$ cat config.mk
export PLATFORM = sky130hd
export DESIGN_NAME = sequenciador_medidas_n
export DESIGN_NICKNAME = d
export VERILOG_FILES = /design/src/rtl/sequenciador_medidas_n.sv
export SDC_FILE = /design/constraint.sdc
export NUM_CORES = 1
export LEC_CHECK = 0
export BUFFER_PORTS_ARGS = -buffer_cell sky130_fd_sc_hd__buf_2
export CAP_MARGIN = 40
export CORE_ASPECT_RATIO = 0.8
export CORE_MARGIN = 2
export CORE_UTILIZATION = 62
export DETAILED_ROUTE_END_ITERATION = 10
export PLACE_DENSITY_LB_ADDON = 0.05
export SETUP_SLACK_MARGIN = 0.3
export SLEW_MARGIN = 20
export SYNTH_ARGS = -nofsm -noshare
export SYNTH_HDL_FRONTEND = slang
export SYNTH_SLANG_ARGS = --single-unit
export TNS_END_PERCENT = 50
$ cat constraint.sdc
create_clock -name clock -period 14.4 [get_ports clock]
set_input_delay 1.44 -clock clock [delete_from_list [all_inputs] [get_ports clock]]
set_output_delay 1.44 -clock clock [all_outputs]
set_load 0.02 [all_outputs]
$ cat src/rtl/sequenciador_medidas_n.sv
// Round-robin measurement sequencer for NUM_SENSORES DHT11 channels with retries and max aggregation.
// Define TUSCA_TIMEOUT_EN to add a per-attempt watchdog that treats TIMEOUT silent cycles as erro.
module sequenciador_medidas_n #(
    parameter int NUM_SENSORES   = 4,
    parameter int LARGURA        = 16,
    parameter int PERIODO_DELAY  = 100_000_000,
    parameter int MAX_TENTATIVAS = 3,
    parameter int TIMEOUT        = 50_000_000
) (
    input  logic                              clock,
    input  logic                              reset,
    input  logic                              habilita,
    input  logic                              medir_agora,
    output logic [NUM_SENSORES-1:0]           start_sensor,
    input  logic [NUM_SENSORES-1:0]           pronto_sensor,
    input  logic [NUM_SENSORES-1:0]           erro_sensor,
    input  logic [NUM_SENSORES*LARGURA-1:0]   temperatura_in,
    input  logic [NUM_SENSORES*LARGURA-1:0]   umidade_in,
    output logic [LARGURA-1:0]                temperatura_max,
    output logic [LARGURA-1:0]                umidade_max,
    output logic [NUM_SENSORES-1:0]           valido,
    output logic [NUM_SENSORES-1:0]           falha,
    output logic                              nova_medida,
    output logic [$clog2(NUM_SENSORES):0]     canal_atual,
    output logic [2:0]                        db_estado
);

    localparam int CW = $clog2(NUM_SENSORES) + 1;
    localparam int IW = (NUM_SENSORES > 1) ? $clog2(NUM_SENSORES) : 1;
    localparam int TW = $clog2(MAX_TENTATIVAS + 1);
    localparam int DW = $clog2(PERIODO_DELAY + 1);

    typedef enum logic [2:0] {
        OCIOSO   = 3'd0,
        DISPARA  = 3'd1,
        AGUARDA  = 3'd2,
        REGISTRA = 3'd3,
        PROXIMO  = 3'd4,
        AGREGA   = 3'd5,
        ESPERA   = 3'd6
    } estado_t;

    estado_t estado;
    estado_t prox;

    logic [IW-1:0]      idx;
    logic [TW-1:0]      tentativa;
    logic [DW-1:0]      cont_delay;
    logic [LARGURA-1:0] temp_reg [NUM_SENSORES];
    logic [LARGURA-1:0] umid_reg [NUM_SENSORES];

    logic               pronto_c;
    logic               erro_c;
    logic               esgotou;
    logic               ultimo;
    logic               fim_delay;
    logic               nova_varredura;
    logic               algum_valido;
    logic [LARGURA-1:0] t_max;
    logic [LARGURA-1:0] u_max;

    assign idx       = canal_atual[IW-1:0];
    assign db_estado = estado;

`ifdef TUSCA_TIMEOUT_EN
    localparam int WW = $clog2(TIMEOUT + 1);
    logic [WW-1:0] cont_wd;

    // Counts cycles spent in the current attempt; any other state restarts it.
    always_ff @(posedge clock) begin
        if (reset) begin
            cont_wd <= '0;
        end else if (estado == AGUARDA) begin
            cont_wd <= cont_wd + 1'b1;
        end else begin
            cont_wd <= '0;
        end
    end

    assign erro_c = erro_sensor[idx] | (cont_wd == WW'(TIMEOUT - 1));
`else
    assign erro_c = erro_sensor[idx];
`endif

    assign pronto_c  = pronto_sensor[idx];
    assign esgotou   = (int'(tentativa) + 1) >= MAX_TENTATIVAS;
    assign ultimo    = (canal_atual == CW'(NUM_SENSORES - 1));
    assign fim_delay = (cont_delay == DW'(PERIODO_DELAY - 1));
    assign nova_varredura =
        (estado == OCIOSO || estado == ESPERA) && prox == DISPARA;

    always_ff @(posedge clock) begin
        if (reset) begin
            estado <= OCIOSO;
        end else begin
            estado <= prox;
        end
    end

    always_comb begin
        prox         = estado;
        start_sensor = '0;
        nova_medida  = 1'b0;
        unique case (estado)
            OCIOSO: begin
                if (habilita || medir_agora) begin
                    prox = DISPARA;
                end
            end
            DISPARA: begin
                start_sensor[idx] = 1'b1;
                prox              = AGUARDA;
            end
            AGUARDA: begin
                if (pronto_c) begin
                    prox = REGISTRA;
                end else if (erro_c) begin
                    prox = esgotou ? PROXIMO : DISPARA;
                end
            end
            REGISTRA: prox = PROXIMO;
            PROXIMO:  prox = ultimo ? AGREGA : DISPARA;
            AGREGA: begin
                nova_medida = 1'b1;
                prox        = ESPERA;
            end
            ESPERA: begin
                if (fim_delay || medir_agora) begin
                    prox = habilita ? DISPARA : OCIOSO;
                end
            end
            default: prox = OCIOSO;
        endcase
    end

    // Unsigned max over the channels that produced a reading this sweep.
    always_comb begin
        t_max        = '0;
        u_max        = '0;
        algum_valido = 1'b0;
        for (int i = 0; i < NUM_SENSORES; i++) begin
            if (valido[i]) begin
                algum_valido = 1'b1;
                if (temp_reg[i] > t_max) begin
                    t_max = temp_reg[i];
                end
                if (umid_reg[i] > u_max) begin
                    u_max = umid_reg[i];
                end
            end
        end
    end

    always_ff @(posedge clock) begin
        if (reset) begin
            canal_atual     <= '0;
            tentativa       <= '0;
            valido          <= '0;
            falha           <= '0;
            temperatura_max <= '0;
            umidade_max     <= '0;
            for (int i = 0; i < NUM_SENSORES; i++) begin
                temp_reg[i] <= '0;
                umid_reg[i] <= '0;
            end
        end else begin
            if (nova_varredura) begin
                canal_atual <= '0;
                tentativa   <= '0;
                valido      <= '0;
                falha       <= '0;
            end
            if (estado == AGUARDA && !pronto_c && erro_c) begin
                if (esgotou) begin
                    falha[idx] <= 1'b1;
                end else begin
                    tentativa <= tentativa + 1'b1;
                end
            end
            if (estado == REGISTRA) begin
                temp_reg[idx] <= temperatura_in[int'(idx)*LARGURA +: LARGURA];
                umid_reg[idx] <= umidade_in[int'(idx)*LARGURA +: LARGURA];
                valido[idx]   <= 1'b1;
            end
            // Aggregates load on entry to AGREGA so they change with nova_medida.
            if (estado == PROXIMO) begin
                tentativa <= '0;
                if (!ultimo) begin
                    canal_atual <= canal_atual + 1'b1;
                end else if (algum_valido) begin
                    temperatura_max <= t_max;
                    umidade_max     <= u_max;
                end
            end
        end
    end

    always_ff @(posedge clock) begin
        if (reset) begin
            cont_delay <= '0;
        end else if (estado == ESPERA) begin
            cont_delay <= cont_delay + 1'b1;
        end else begin
            cont_delay <= '0;
        end
    end

endmodule
==> implementation parameters <==
Parameter                              Value

Status
  Outcome    completed

Drt
  DRC violations left    0
  First DRT Iteration DRCs    1064
  Via count normalized by instance count    6.02
  Count of TritonRoute iterations in the first routing pass    5
  Average routed wire per standard cell    20.7 um
  Via count    9560
  Total wire length    32900 um
  Remaining antenna violation count    0

Synthesis
  Fraction of synthesis flops using an asynchronous set or reset pin    0%
  Library cells used by synthesis    61
  Synthesis-stage register bit count    203
  Total nets after synthesis    1372
  Count of flip-flops with a built-in enable after synthesis    128
  Proportion of synthesized chip area in sequential cells    44.8%
  Post-Syn Area per Cell    10.5 um^2
  Post-synthesis instance area    11900 um^2
  Count of yosys warnings during synthesis    0
  Dominant synthesized flop cell    edfxtp_1
  Post-Syn Instances    1133

Cells and area
  Commonest non-fill, non-tap cells in the layout    190 x buf_2, 138 x and2_1, 128 x edfxtp_1
  Most common cell after layout, fill and taps aside    buf_2
  Layout overhead on the synthesized area    16.8%
  Proportion of layout cells with a drive suffix above 1    23.4%
  Number of antenna diodes    0
  Layout Utilization    73.6%
  Number of nets in the layout    1554

Timing
  Final hold violations    0
  Fin Clk Skew    0.0183 ns
  Worst slew pin tran    0.805 ns
  Final setup violation count    0
  Fin crit period    7.85 ns
  Setup repair after global routing missed its margin    no
  Maximum clock frequency    127 MHz
  Total count of max-transition violations in the final report    0
  Worst rel slew slack    46.2%
  Post-route setup TNS    0 ns
  Part of the cycle the worst path needs    54.5%

Floorplan
  Number of cell rows    45
  Die Footprint    20400 um^2
  Initial Util    63.0%
  DIE WIDTH    159 um
  Core area    18900 um^2
  Floorplan die height    128 um
  Ports placed on the boundary    191

Clock tree
  Post-CTS clock slew at the launch and capture registers of the worst setup and hold paths    0.06 ns
  Quantity of gates resized following cts    0
  CTS tree    done
  Worst skew pair latency    0.51 ns
  Number of clock sinks    203
  Count of hold buffers inserted by post-cts repair    0
  Number of H-tree branching levels    1
  Total clock buffers created by CTS    21
  Root buffer cell    clkbuf_16
  CTS max path bufs    3
  Setup bufs post-CTS    0

Global route
  First-pass GRT wire length    50800 um
  Total gr overflow    0
  Pin count of the biggest net entering global routing    43
  Total track usage    32.4%
  Number of global-route vias before repair    8962
  Antenna violations before repair    1

Power and ir drop
  Largest vdd supply drop    0.113 mV
  Static power due to leakage    5.60 nW
  Power density over the cells    92.1 nW/um^2

Placement
  Total of buffers placed on input and output ports    190
  Dpl hpwl    24300 um
  RD Place Congestion    0.933

Run
  Max Cap Violations    0

Critical path
  Endpoint required time on the critical path    14.81 ns
  Crit-path max FO    19
  Launching element type of the critical path    flip-flop
  WS Path Type    reg -> reg
  Type of element capturing the critical path    flip-flop
  Signal arrival time at the worst endpoint    8.26 ns

Min path
  Worst min-delay path class    reg -> reg
## cell type report
| class | instances | area [um^2] |
|---|---|---|
| clock buffers | 29 | 576 |
| clock inverters | 9 | 82.6 |
| fillers | 1451 | 4990 |
| inverters | 66 | 248 |
| multi-input cells | 811 | 6170 |
| flip-flops and latches | 203 | 5350 |
| well taps | 258 | 323 |
| repair buffers | 212 | 1180 |
## metal layers
metal | vias to the layer above | track usage (%) | wire [um]
met3 | 34 | 7.76 | 3700
met4 | 0 | 5.08 | 448
met2 | 449 | 46.7 | 13400
met5 | - | 0 | 0
met1 | 4552 | 50.7 | 15400
li1 | 4525 | - | -
## per-stage QoR
| step | area, um^2 | setup WS (ns) | hold WS [ns] | std cells | power (W) |
|---|---|---|---|---|---|
| final | 13900 | 6.55 | 0.473 | 1588 | 0.00128 |
| after global routing | 13900 | 5.94 | 0.506 | 1588 | 0.00132 |
| after CTS | 13900 | 6.28 | 0.468 | 1585 | 0.00129 |
| after detailed placement | 13200 | 6.33 | 0.454 | 1547 | 0.000764 |
| after global placement | 13100 | 6.66 | 0.443 | 1543 | 0.000760 |
| after floorplan | 11900 | 7.41 | 0.430 | 1133 | 0.000713 |
## cell usage after synthesis, types with 2 or more instances
cell type | count | share of area, %
o21ai_0 | 60 | 2.5
nor3_1 | 23 | 0.97
a21o_1 | 18 | 1.1
and3_1 | 9 | 0.47
xnor2_1 | 9 | 0.66
o21a_1 | 6 | 0.38
inv_1 | 66 | 2.1
nand2_1 | 54 | 1.7
nand3_1 | 36 | 1.5
clkbuf_1 | 41 | 1.3
nand2b_1 | 5 | 0.26
nor2_1 | 76 | 2.4
nand4_1 | 22 | 1.2
a21oi_1 | 58 | 2.4
a2111oi_0 | 2 | 0.15
ha_1 | 99 | 10
a31oi_1 | 6 | 0.31
o21ai_1 | 8 | 0.34
or4_1 | 2 | 0.13
xor2_1 | 16 | 1.2
a211o_1 | 3 | 0.22
a211oi_1 | 18 | 1.1
o41ai_1 | 2 | 0.15
mux2_4 | 10 | 1.3
mux2_2 | 8 | 0.76
mux2i_1 | 14 | 1.2
or3_1 | 2 | 0.10
nor2b_1 | 6 | 0.31
dfxtp_1 | 75 | 13
or2_2 | 3 | 0.16
and4_1 | 5 | 0.37
edfxtp_1 | 128 | 32
buf_1 | 9 | 0.28
o211ai_1 | 6 | 0.38
o31ai_1 | 2 | 0.13
and2_1 | 138 | 7.2
a22oi_1 | 19 | 1.2
mux4_2 | 34 | 6.4
a22o_1 | 4 | 0.29
buf_2 | 2 | 0.084
a21boi_0 | 2 | 0.13
nor4_1 | 8 | 0.42
## path summary, 6_finish.rpt
check,startpoint,endpoint,slack (ns),cells after the start
worst min register to register,cont_delay[0],cont_delay[0],0.47,1
worst max-delay path,umid_reg[0][3],umidade_max[5],6.55,27
worst max register to register,umid_reg[0][3],umidade_max[5],6.55,27
worst min-delay path,cont_delay[0],cont_delay[0],0.47,1
## power breakdown
part,internal [W],total (W),switching [W],leakage [nW]
Clock,0.000300,0.000527,0.000228,0.319
Sequential,0.000633,0.000647,0.0000142,1.93
Combinational,0.0000488,0.000108,0.0000595,3.36
## worst max-delay path: stages, from the launching register on
cell and delay [ns]:
edfxtp_1 0.41, nor4_1 0.47, a41oi_1 0.43, nand2_1 0.24, ha_1 0.18, nand4_1 0.18
a2111o_1 0.44, a31oi_2 0.48, buf_4 0.32, nor2_1 0.07, a21oi_1 0.21, ha_1 0.29
a21o_1 0.16, a21o_1 0.17, a211oi_1 0.22, o21ai_0 0.11, a211o_1 0.32, a31oi_1 0.15
a221o_1 0.24, buf_8 0.20, mux2_2 0.38, ha_1 0.29, a2111oi_0 0.45, o21ai_0 0.21
o21ai_0 0.25, a21o_1 0.17, nand3_1 0.37, o21ai_0 0.30
## logic make-up after synthesis
group / synth area share, %
AND/OR/NAND/NOR: 17.6
AO/OA/AOI/OAI: 11.9
flip-flops: 44.8
buffers and inverters: 3.83
adder cells (fa/ha/maj): 10.4
multiplexers: 9.61
XOR/XNOR: 1.84
No activity file was read; power rests on OpenSTA's default activity.
